**src/rtl/sha256_pad.sv**
```systemverilog
// Single-block SHA-256 padder: collects up to 55 message bytes and emits the
// registered 512-bit padded block; longer messages are dropped with msg_err.
module sha256_pad_lane #(
  parameter int IDX = 0
) (
  input  logic [7:0] buf_byte,
  input  logic [7:0] in_data,
  input  logic       keep,
  input  logic [5:0] count,
  input  logic [6:0] n,
  output logic [7:0] pad_byte
);
  localparam logic [6:0] I = 7'(IDX);

  // The byte arriving with the last beat is not yet in the buffer.
  always_comb begin
    pad_byte = 8'h00;
    if (I < n)       pad_byte = (keep && I == {1'b0, count}) ? in_data : buf_byte;
    else if (I == n) pad_byte = 8'h80;
  end
endmodule

module sha256_pad (
  input  logic         clk,
  input  logic         rst_n,
  input  logic         in_valid,
  output logic         in_ready,
  input  logic [7:0]   in_data,
  input  logic         in_keep,
  input  logic         in_last,
  output logic         blk_valid,
  input  logic         blk_ready,
  output logic [511:0] blk_data,
  output logic         msg_err
);
  localparam logic [1:0] ACCUM   = 2'd0;
  localparam logic [1:0] DISCARD = 2'd1;
  localparam logic [1:0] EMIT    = 2'd2;

  logic [1:0]        state_q;
  logic [5:0]        count_q;
  logic [54:0][7:0]  buf_q;
  logic [55:0][7:0]  buf_x;
  logic [63:0][7:0]  pad;
  logic [511:0]      blk_q;
  logic              rdy_q, err_q, acc;
  logic [6:0]        n;

  assign acc       = in_valid && rdy_q;
  assign n         = 7'(count_q) + 7'(in_keep);
  assign buf_x     = {8'h00, buf_q};
  assign in_ready  = rdy_q;
  assign blk_valid = (state_q == EMIT);
  assign blk_data  = blk_q;
  assign msg_err   = err_q;

  // Byte i lands at pad[63-i] so byte 0 sits in the top of blk_data.
  genvar gi;
  generate
    for (gi = 0; gi < 56; gi++) begin : g_lane
      sha256_pad_lane #(.IDX(gi)) u_lane (
        .buf_byte (buf_x[gi]),
        .in_data  (in_data),
        .keep     (in_keep),
        .count    (count_q),
        .n        (n),
        .pad_byte (pad[63-gi])
      );
    end
  endgenerate
  assign pad[7:0] = {54'b0, n, 3'b0};

  // Stale bytes past count never reach the output, so no reset is needed.
  always_ff @(posedge clk) begin
    if (state_q == ACCUM && acc && in_keep && count_q != 6'd55)
      buf_q[count_q] <= in_data;
  end

  always_ff @(posedge clk or negedge rst_n) begin
    if (!rst_n) begin
      state_q <= ACCUM;
      count_q <= 6'd0;
      blk_q   <= '0;
      rdy_q   <= 1'b0;
      err_q   <= 1'b0;
    end else begin
      err_q <= 1'b0;
      rdy_q <= 1'b1;
      case (state_q)
        ACCUM: if (acc) begin
          if (in_keep && count_q == 6'd55) begin
            count_q <= 6'd0;
            if (in_last) err_q   <= 1'b1;
            else         state_q <= DISCARD;
          end else begin
            if (in_keep) count_q <= count_q + 6'd1;
            if (in_last) begin
              blk_q   <= pad;
              state_q <= EMIT;
              rdy_q   <= 1'b0;
              count_q <= 6'd0;
            end
          end
        end
        DISCARD: if (acc && in_last) begin
          state_q <= ACCUM;
          err_q   <= 1'b1;
        end
        EMIT: begin
          if (blk_ready) state_q <= ACCUM;
          else           rdy_q   <= 1'b0;
        end
        default: state_q <= ACCUM;
      endcase
    end
  end
endmodule
```
**config.mk**
```make
export PLATFORM = sky130hd
export DESIGN_NAME = sha256_pad
export DESIGN_NICKNAME = d
export VERILOG_FILES = /design/src/rtl/sha256_pad.sv
export SDC_FILE = /design/constraint.sdc
export NUM_CORES = 1
export LEC_CHECK = 0
export ABC_CLOCK_PERIOD_IN_PS = 2750
export BUFFER_PORTS_ARGS = -buffer_cell sky130_fd_sc_hd__buf_2
export CORE_MARGIN = 1.5
export CORE_UTILIZATION = 43
export CTS_CLUSTER_SIZE = 40
export DETAILED_ROUTE_END_ITERATION = 12
export PLACE_DENSITY = 0.6
export SLEW_MARGIN = 30
export SYNTH_ARGS = -nofsm -noshare
export SYNTH_HDL_FRONTEND = slang
export SYNTH_SLANG_ARGS = --single-unit
```
**constraint.sdc**
```tcl
create_clock -name clk -period 2.75 [get_ports clk]
set_input_delay 0.4125 -clock clk [delete_from_list [all_inputs] [get_ports clk]]
set_output_delay 0.4125 -clock clk [all_outputs]
set_load 0.005 [all_outputs]
```
==> metrics.md <==
| Metric | Value |
|---|---|
| Outcome | finished, final reports clean |
| 1st-iter DRT viols | 2203 |
| Max-slew violation count | 0 |
| VDD IR max | 0.000476 V |
| H-tree levels | 3 |
| Syn_area_per_cell | 12.5 µm² |
| Least-Margin Pin Slew | 0.896 ns |
| Largest net degree at the start of global routing | 128 |
| Cts bufs inserted | 96 |
| FF-to-FF setup slack | 0.03 ns |
| R2R depth | 10 |
| Clock Skews | 0.0242 ns |
| CP Launch Point | count_q[0] |
| HP Start | in_last |
| Pre-CTS setup slack | -0.0944 ns |
| Post-DRT Antenna Nets | 0 |
| Setup TNS | 0 ns |
| Worst r2r src | count_q[0] |
| Max Cap Viol | 0 |
| Slowest stage cell, crit path | a311oi_1 |
| LEAKAGE | 0.0203 µW |
| Layout cells sized above 1 | 27.4% |
| Worst-Skew Late Latency | 0.66 ns |
| Number of global-route vias before repair | 25900 |
| Netlist cell types | 88 |
| Synthesized area | 0.0380 mm² |
| DRC errors left | 0 |
| Worst-path fanout max | 16 |
| Most used flip-flop cell after synthesis | dfrtp_1 |
| Via/cell ratio | 5.38 |
| Die height | 300 µm |
| HP Class | primary input to register |
| Clock Path Buffers | 3 |
| Crit Path Category | register to register |
| Starting density of the core | 43.6% |
| CP Data Arrival Time | 3.23 ns |
| Core ar. | 0.0872 mm² |
| Critical Path Start Type | register |
| Antenna violations before repair | 4 |
| Power per cell area | 685 mW/mm² |
| Clock root cell | clkbuf_16 |
| FF+latch count, synth | 905 |
| Post-Route WL | 123000 µm |
| Final RePlAce weighted congestion | 1.02 |
| Post-DP HPWL | 86700 µm |
| Critical Path Stages | 10 |
| Gr ovfl total | 0 |
| Crit path required time | 3.26 ns |
| Cell family with most CP delay | simple AND/OR/NAND/NOR gates |
| Period utilization | 99.0% |
| CP bufs+invs | 3 |
| Final total power | 32400 µW |
| Max_slew headroom | 39.8% |
| # rows | 108 |
| Util after Layout | 54.2% |
| Worst Setup End Kind | register |
| IO buf count | 471 |
| Final setup fails | 0 |
| Post-synth EDFFs | 440 |
| Final hold violations | 0 |
| Ports | 529 |
| CP Cell Sequence | ha_1 > buf_12 > a311oi_1 > a31oi_4 > buf_4 > buf_4 > nor2_1 > nand2_1 > nand2_1 > o21ai_0 |
| Max stage delay on crit path | 0.42 ns |
| Setup ws final | 0.0272 ns |
| Worst Setup EP | blk_data[496] |
| First-pass GRT wire length | 178000 µm |
| Area delta synth->final | 24.2% |
| # nets final | 3777 |
| DIE WIDTH | 300 µm |
| Clock Sinks | 905 |
| DR WL/cell | 24.6 µm |
| Fmax | 0.367 GHz |
| Die ar. | 0.0902 mm² |
| Vias post-DR | 26900 |
| YS warnings | 0 |
| DRT Pass-1 Iters | 5 |
| Post-synthesis async set-or-reset flop share | 51.4% |
| RSZ-0062 raised after global routing | false |
| Tot GR Track Use | 26.8% |
| Worst r2r dst | blk_data[496] |
| CTS tree | done |
| Clk pin slew, worst setup/hold paths | 0.06 ns |
| Fin crit period | 2.72 ns |
| Syn Inst Count | 3033 |
| Seq/Total Area, Yosys | 65.3% |
==> report_power, final <==
part | internal, µW | switching [µW] | leakage, µW | total, µW
clock network | 8220 | 5470 | 0.00163 | 13700
logic | 1290 | 2430 | 0.00835 | 3720
registers | 14600 | 299 | 0.0104 | 14900
==> metrics by stage <==
step,cell area [µm²],cells,hold WS [ns]
after floorplan,38200,3089,0.117
after global placement,43800,4810,0.385
after detailed placement,43800,4810,0.385
after CTS,47200,4993,0.0107
after global routing,47200,4996,0.0508
final,47200,4998,0.0429
==> metal layers <==
layer  part of all wire (%)  global-route usage [%]  routed length, µm
met1                     43                    37.0              52700
met2                     47                    42.6              57400
met3                    7.5                    5.86               9250
met4                    2.7                    7.94               3320
met5                  0.023                       0                 28
==> layout make-up <==
type	instances	area (µm²)
diodes	2	5.00
clock buffers	129	2650
clock inverters	53	704
fillers	7475	39900
inverters	9	33.8
multi-input cells	1941	12200
flip-flops and latches	905	24900
well taps	1155	1450
repair buffers	804	5370
==> flip-flops by register name, summed over array words and instances, names as in the netlist <==
register	flops
state_q	2
count_q	6
buf_q	440
blk_data	455
msg_err	1
in_ready	1
==> what timing repair did <==
| item | 4_1_cts | 5_1_grt |
|---|---|---|
| endpoints found under the hold margin | 43 | 0 |
| hold buffers | 1 | 0 |
| resized for setup | 0 | 11 |
| buffers inserted | 0 | 3 |
| setup endpoints to repair | 0 | 49 |
==> worst min-delay path by stage <==
stage	end	slack, ns	cells after the start
after floorplan	blk_data[100]	0.12	0
after global placement	blk_data[69]	0.39	1
after detailed placement	blk_data[69]	0.38	1
after CTS	count_q[2]	0.01	2
after global routing	count_q[2]	0.05	2
final	count_q[2]	0.04	2
==> cells in the final DEF (no fill, tap or decap), drive strengths merged, types with 12 or more instances in the layout <==
| cell type | Yosys | layout |
|---|---|---|
| inv | 8 | 15 |
| nor3 | 28 | 28 |
| conb | 1 | 57 |
| nor2b | 15 | 15 |
| o211ai | 12 | 12 |
| nor2 | 168 | 168 |
| a21oi | 45 | 45 |
| a31oi | 18 | 18 |
| nand2 | 494 | 494 |
| buf | 143 | 803 |
| clkinv | 1 | 27 |
| o31ai | 74 | 74 |
| nand2b | 21 | 21 |
| mux2i | 424 | 424 |
| a211oi | 25 | 25 |
| and2 | 15 | 15 |
| nand3 | 34 | 34 |
| o221ai | 14 | 14 |
| dfrtp | 465 | 465 |
| clkbuf | 91 | 129 |
| o21ai | 360 | 360 |
| edfxtp | 440 | 440 |
| bufinv | 0 | 15 |
==> cells by family after synthesis <==
family	Yosys count	share of synthesized area [%]
xor gates and xnor gates	9	0.207
other	1	0.00986
AOI/OAI and AO/OA	620	9.96
adders and majority gates	6	0.197
buffers and inverters	243	3.31
and+or+nand+nor	814	9.48
DFF	905	65.3
muxes	435	11.5
==> synthesized netlist by cell type, types with 29 or more instances <==
master / n / share of area [%]
dfrtp_1: 465 / 31
nand2_1: 493 / 4.9
mux2i_1: 424 / 11
nor2_1: 127 / 1.3
buf_2: 49 / 0.64
clkbuf_1: 91 / 0.90
o21ai_0: 339 / 4.5
edfxtp_1: 440 / 35
nand3_1: 29 / 0.38
a21oi_1: 41 / 0.54
nor2_2: 38 / 0.63
buf_4: 70 / 1.4
o31ai_1: 72 / 1.4
No activity file was read; power rests on OpenSTA's default activity.
